===== src/rtl/vector_lsu_pkg.sv =====
// vector_lsu_pkg: core phase and LSU state encodings shared by the register file, scheduler and LSU
package vector_lsu_pkg;

    typedef enum logic [2:0] {
        CORE_REQUEST = 3'b011,
        CORE_UPDATE  = 3'b110
    } core_state_e;

    typedef enum logic [1:0] {
        LSU_IDLE       = 2'd0,
        LSU_REQUESTING = 2'd1,
        LSU_WAITING    = 2'd2,
        LSU_DONE       = 2'd3
    } lsu_state_e;

endpackage


===== src/rtl/vector_lsu.sv =====
// vector_lsu: per-thread load/store unit issuing one memory transaction per lane
//   clk, reset (async, active-high), enable (thread active; low freezes everything)
//   core_state          : core phase, trigger in REQUEST, release in UPDATE
//   decoded_mem_*_enable: LDR / STR, read wins when both are set
//   decoded_vector_mux  : 1 = Vector_Size lanes, 0 = single scalar lane
//   rs / rt / v_rt      : base address, scalar store data, vector store data
//   mem_read_*          : valid/address out, ready/data in
//   mem_write_*         : valid/address/data out, ready in
//   lsu_state           : IDLE/REQUESTING/WAITING/DONE
//   lsu_out / v_lsu_out : last scalar / vector load result
module vector_lsu
    import vector_lsu_pkg::*;
#(
    parameter int DATA_BITS   = 8,
    parameter int ADDR_BITS   = 8,
    parameter int Vector_Size = 4
) (
    input  logic                             clk,
    input  logic                             reset,
    input  logic                             enable,
    input  logic [2:0]                       core_state,
    input  logic                             decoded_mem_read_enable,
    input  logic                             decoded_mem_write_enable,
    input  logic                             decoded_vector_mux,
    input  logic [7:0]                       rs,
    input  logic [7:0]                       rt,
    input  logic [Vector_Size*DATA_BITS-1:0] v_rt,
    output logic                             mem_read_valid,
    output logic [ADDR_BITS-1:0]             mem_read_address,
    input  logic                             mem_read_ready,
    input  logic [DATA_BITS-1:0]             mem_read_data,
    output logic                             mem_write_valid,
    output logic [ADDR_BITS-1:0]             mem_write_address,
    output logic [DATA_BITS-1:0]             mem_write_data,
    input  logic                             mem_write_ready,
    output logic [1:0]                       lsu_state,
    output logic [DATA_BITS-1:0]             lsu_out,
    output logic [Vector_Size*DATA_BITS-1:0] v_lsu_out
);

    localparam int LW = $clog2(Vector_Size + 1);

    lsu_state_e           r_state;
    lsu_state_e           w_next;
    logic                 r_is_read;
    logic                 r_is_vec;
    logic [LW-1:0]        r_lanes;
    logic [LW-1:0]        r_lane;
    logic                 w_trigger;
    logic                 w_ready;
    logic                 w_last;
    logic [ADDR_BITS-1:0] w_addr;
    logic [DATA_BITS-1:0] w_wdata;

    assign w_trigger = (core_state == CORE_REQUEST) && (decoded_mem_read_enable || decoded_mem_write_enable);
    assign w_ready   = r_is_read ? mem_read_ready : mem_write_ready;
    assign w_last    = r_lane == r_lanes - LW'(1);
    assign w_addr    = ADDR_BITS'(rs) + ADDR_BITS'(r_lane);
    assign w_wdata   = r_is_vec ? v_rt[int'(r_lane)*DATA_BITS +: DATA_BITS] : DATA_BITS'(rt);

    always_ff @(posedge clk or posedge reset) begin
        if (reset)
            r_state <= LSU_IDLE;
        else if (enable)
            r_state <= w_next;
    end

    always_comb begin
        w_next = r_state;
        case (r_state)
            LSU_IDLE:       w_next = w_trigger ? LSU_REQUESTING : LSU_IDLE;
            LSU_REQUESTING: w_next = LSU_WAITING;
            LSU_WAITING:    w_next = !w_ready ? LSU_WAITING : (w_last ? LSU_DONE : LSU_REQUESTING);
            LSU_DONE:       w_next = (core_state == CORE_UPDATE) ? LSU_IDLE : LSU_DONE;
            default:        w_next = LSU_IDLE;
        endcase
    end

    always_comb lsu_state = r_state;

    // Transaction and result registers; ready is only honoured in WAITING.
    always_ff @(posedge clk or posedge reset) begin
        if (reset) begin
            r_is_read         <= 1'b0;
            r_is_vec          <= 1'b0;
            r_lanes           <= '0;
            r_lane            <= '0;
            mem_read_valid    <= 1'b0;
            mem_read_address  <= '0;
            mem_write_valid   <= 1'b0;
            mem_write_address <= '0;
            mem_write_data    <= '0;
            lsu_out           <= '0;
            v_lsu_out         <= '0;
        end else if (enable) begin
            if (r_state == LSU_IDLE && w_trigger) begin
                r_is_read <= decoded_mem_read_enable;
                r_is_vec  <= decoded_vector_mux;
                r_lanes   <= decoded_vector_mux ? LW'(Vector_Size) : LW'(1);
                r_lane    <= '0;
            end
            if (r_state == LSU_REQUESTING) begin
                if (r_is_read) begin
                    mem_read_valid   <= 1'b1;
                    mem_read_address <= w_addr;
                end else begin
                    mem_write_valid   <= 1'b1;
                    mem_write_address <= w_addr;
                    mem_write_data    <= w_wdata;
                end
            end
            if (r_state == LSU_WAITING && w_ready) begin
                mem_read_valid  <= 1'b0;
                mem_write_valid <= 1'b0;
                if (r_is_read && r_is_vec)
                    v_lsu_out[int'(r_lane)*DATA_BITS +: DATA_BITS] <= mem_read_data;
                if (r_is_read && !r_is_vec)
                    lsu_out <= mem_read_data;
                if (!w_last)
                    r_lane <= r_lane + LW'(1);
            end
        end
    end

endmodule

===== config.mk =====
export PLATFORM = sky130hd
export DESIGN_NAME = vector_lsu
export DESIGN_NICKNAME = d
export VERILOG_FILES = /design/src/rtl/vector_lsu_pkg.sv /design/src/rtl/vector_lsu.sv
export SDC_FILE = /design/constraint.sdc
export NUM_CORES = 1
export LEC_CHECK = 0
export ABC_CLOCK_PERIOD_IN_PS = 3100
export CAP_MARGIN = 0
export CELL_PAD_IN_SITES_DETAIL_PLACEMENT = 0
export CELL_PAD_IN_SITES_GLOBAL_PLACEMENT = 1
export CORE_UTILIZATION = 34
export DETAILED_ROUTE_END_ITERATION = 10
export PLACE_DENSITY = 0.84
export SYNTH_ARGS = -nofsm -noshare
export SYNTH_HDL_FRONTEND = slang
export SYNTH_SLANG_ARGS = --single-unit

===== constraint.sdc =====
create_clock -name clk -period 3.1 [get_ports clk]
set_input_delay 0.31 -clock clk [delete_from_list [all_inputs] [get_ports clk]]
set_output_delay 0.31 -clock clk [all_outputs]
set_load 0.05 [all_outputs]

==> impl_results.md <==
- Pin count of the biggest net entering global routing: 32
- Number of vias after detailed routing: 2587
- Worst-margin pin slew: 0.825 ns
- Lkg Pwr: 2.31 nW
- Number of antenna violations at the first check in global routing: 0
- Number of buffer cells added on primary ports: 134
- Setup Crit Path Kind: reg2reg
- Capturing instance or port of the critical path: v_lsu_out[11]
- Diode insertion count for antenna repair: 0
- Arithmetic-cell share of the synthesized area counting full adders, half adders and majority gates: 0.0274
- Worst rel slew slack: 0.450
- Vertical die dimension: 103 µm
- R2R cell count: 6
- Clk root buf: sky130_fd_sc_hd__clkbuf_8
- Simple logic cell fraction of the synthesized area: 0.107
- Worst Path Required: 3.33 ns
- Initial cell density of the core: 0.354
- Least setup slack across all paths after layout: 0.994 ns
- Worst setup path start: r_lane[2]
- Yosys reg bits: 74
- Die W: 103 µm
- TritonCTS clock tree: built
- Sequential standard cell area: 1850 µm²
- Async S/R FF share, synth: 1.00
- Global-route wire length before repair: 13900 µm
- H-Tree Depth: 3
- Synth Area in XOR/XNOR: 0.0177
- # IOs: 135
- # DRC: 0
- Routability congestion estimate: 0.849
- Post-route clock skew: 0.0157 ns
- Number of cells produced by synthesis: 278
- Row count: 36
- Area inside the core boundary: 9820 µm²
- Startpoint Class: flip-flop
- Overall routed net length: 8780 µm
- Number of antenna-violating nets in the routed design: 0
- Fraction of the yosys area taken by sequential cells: 0.533
- Ratio of final minimum period to clock period: 0.679
- Total area of multi-input combinational cells: 1510 µm²
- Predominant post-synthesis flop cell: sky130_fd_sc_hd__dfrtp_1
- Setup Total Neg Slack: 0 ns
- Largest area contributor in the netlist: sky130_fd_sc_hd__dfrtp_1
- Post-CTS repair timing setup buffer count: 0
- Most frequent cells after synthesis: 74 x sky130_fd_sc_hd__dfrtp_1, 44 x sky130_fd_sc_hd__mux2_2, 32 x sky130_fd_sc_hd__nand2_1
- Worst slack after detailed placement: 0.939 ns
- Most common cell in the synthesized netlist: sky130_fd_sc_hd__dfrtp_1
- Status: finished, final reports clean
- Layout area overhead: 48.0%
- Clock period minus worst slack: 2.11 ns
- Number of fill cells: 914
- # clock sinks: 74
- Vias per std cell: 4.69
- Remaining global-route overflow: 0
- Number of warning messages in the yosys log: 0
- Pre-Repair DR Iteration Count: 4
- Multiplexer share of the synthesized area: 0.203
- Top area cells in the synthesized netlist: sky130_fd_sc_hd__dfrtp_1 53%, sky130_fd_sc_hd__mux2_2 14%, sky130_fd_sc_hd__mux4_2 5.2%, sky130_fd_sc_hd__o21ai_0 3.5%, sky130_fd_sc_hd__nand2_1 3.5%
- Endpoint of the worst-slack reg-to-reg timing path: v_lsu_out[11]
- Worst VDD drop: 0.000344 V
- Area enclosed by the die boundary: 10600 µm²
- Post-synth EDFFs: 0
- Main combinational cell family by area after synthesis: multiplexers
- Number of buffers added by the clock tree synthesis step: 9
- Post-synth net total: 352
- Buffer levels on the longest clock path: 2
- Share of Yosys cell area claimed by the top area cell type: 0.533
- Layout cell share with drive strength beyond 1: 0.191
- Gr usage total: 0.176
- Max capacitance violation total: 0
- Synthesized area per cell: 12.5 µm²
- Gates resized, CTS repair: 0
- Achievable clock frequency: 475 MHz
- Post-DP HPWL: 6780 µm
- Number of nets in the layout: 489
- Reg2Reg Setup Slack: 0.99 ns
- Detailed Route Iter0 Violations: 33
- Number of buffers inserted for hold repair after clock tree synthesis: 0
- Post-synth design cell area: 3470 µm²
- Final setup fails: 0
- Synthesized-area fraction occupied by ao, oa, aoi and oai cells: 0.0796
- Final-report max-slew violation count: 0
- Yosys cell types: 41
- Clk pin slew, worst setup/hold paths: 0.08 ns
- Worst EP arrival: 2.34 ns
- R2r startpoint: r_lane[2]
- Setup repair after global routing missed its margin: false
- Final hold viol count: 0
- Hold WC Path Type: in2async
- Largest driver fanout on the critical path: 8
- Via count of the first global-routing pass: 2643
- Wirelength per Cell: 15.9 µm
- Power density over cell area: 797 nW/µm²
- Skew-Pair Late Insertion Delay: 0.35 ns
- Sort of element at the end of the critical path: flip-flop
critical path: stages (launching register included):
cell and delay, ns:
sky130_fd_sc_hd__dfrtp_1 0.56, sky130_fd_sc_hd__inv_1 0.11, sky130_fd_sc_hd__ha_1 0.32, sky130_fd_sc_hd__and3b_1 0.16, sky130_fd_sc_hd__and3_4 0.21, sky130_fd_sc_hd__and3_4 0.27, sky130_fd_sc_hd__mux2_2 0.35
final cells by class:
| type | count | share of cell area |
|---|---|---|
| Clock inverter | 4 | 0.00998 |
| Tap cell | 133 | 0.0324 |
| Timing Repair Buffer | 138 | 0.267 |
| Inverter | 10 | 0.00730 |
| Clock buffer | 11 | 0.0295 |
| Sequential cell | 74 | 0.360 |
| Multi-Input combinational cell | 182 | 0.294 |
per-layer routing:
layer  track usage  part of all wire  vias up
met5             0                 0        -
met4        0.0628             0.021        0
met1         0.230              0.44     1260
met3        0.0386             0.038       15
li1              -                 -     1256
met2         0.288              0.50       56
registers in the layout (all words and copies together) (netlist names):
signal,flops
mem_read_address,8
mem_read_valid,1
mem_write_data,8
mem_write_valid,1
lsu_state,2
r_lanes,2
r_is_read,1
v_lsu_out,32
mem_write_address,8
r_lane,3
lsu_out,8
placed cells by master, fill, tap and decap left out, types with 2 or more instances in the layout:
master / instances
sky130_fd_sc_hd__and3b_1: 3
sky130_fd_sc_hd__xnor2_1: 2
sky130_fd_sc_hd__inv_1: 9
sky130_fd_sc_hd__buf_4: 4
sky130_fd_sc_hd__o211ai_1: 2
sky130_fd_sc_hd__mux2_2: 44
sky130_fd_sc_hd__o21ai_0: 24
sky130_fd_sc_hd__mux4_2: 8
sky130_fd_sc_hd__mux2i_1: 3
sky130_fd_sc_hd__nor3_1: 4
sky130_fd_sc_hd__and3_1: 2
sky130_fd_sc_hd__a21oi_1: 11
sky130_fd_sc_hd__nor2_1: 4
sky130_fd_sc_hd__ha_1: 6
sky130_fd_sc_hd__nand2_1: 32
sky130_fd_sc_hd__and3_4: 2
sky130_fd_sc_hd__xor2_1: 5
sky130_fd_sc_hd__nor2b_1: 10
sky130_fd_sc_hd__clkdlybuf4s50_1: 134
sky130_fd_sc_hd__clkbuf_8: 11
sky130_fd_sc_hd__dfrtp_1: 74
stage by stage:
step / cells / area (µm²) / total power, mW / hold slack, ns / utilization
after floorplan: 278 / 3470 / 2.71 / 0.422 / -
after global placement: 537 / 4940 / 3.35 / 0.462 / 0.503
after detailed placement: 537 / 4940 / 3.37 / 0.466 / 0.503
after CTS: 552 / 5140 / 4.15 / 0.298 / 0.523
after global routing: 552 / 5140 / 4.33 / 0.327 / 0.523
final: 552 / 5140 / 4.09 / 0.301 / 0.523
worst min-delay path by stage:
stage,end,from,slack [ns]
finish,v_lsu_out[20],reset,0.30
CTS,v_lsu_out[20],reset,0.30
global placement,mem_write_address[0],mem_write_address[0],0.46
floorplan,r_lanes[0],decoded_vector_mux,0.42
detailed placement,mem_write_address[0],mem_write_address[0],0.47
global route,lsu_out[5],reset,0.33
power breakdown:
group          internal [mW]  switching (mW)  total, mW
sequential              1.19           0.175       1.36
clock                  0.411           0.350      0.761
combinational          0.742            1.23       1.97
total                   2.34            1.76       4.09
cell families after synthesis:
group                      after synthesis
buffers and inverters                   22
adders and majority gates                7
AOI/OAI and AO/OA                       45
muxes                                   55
and+or+nand+nor                         68
xor gates and xnor gates                 7
DFF                                     74
Power figures use the tool's default switching activity.
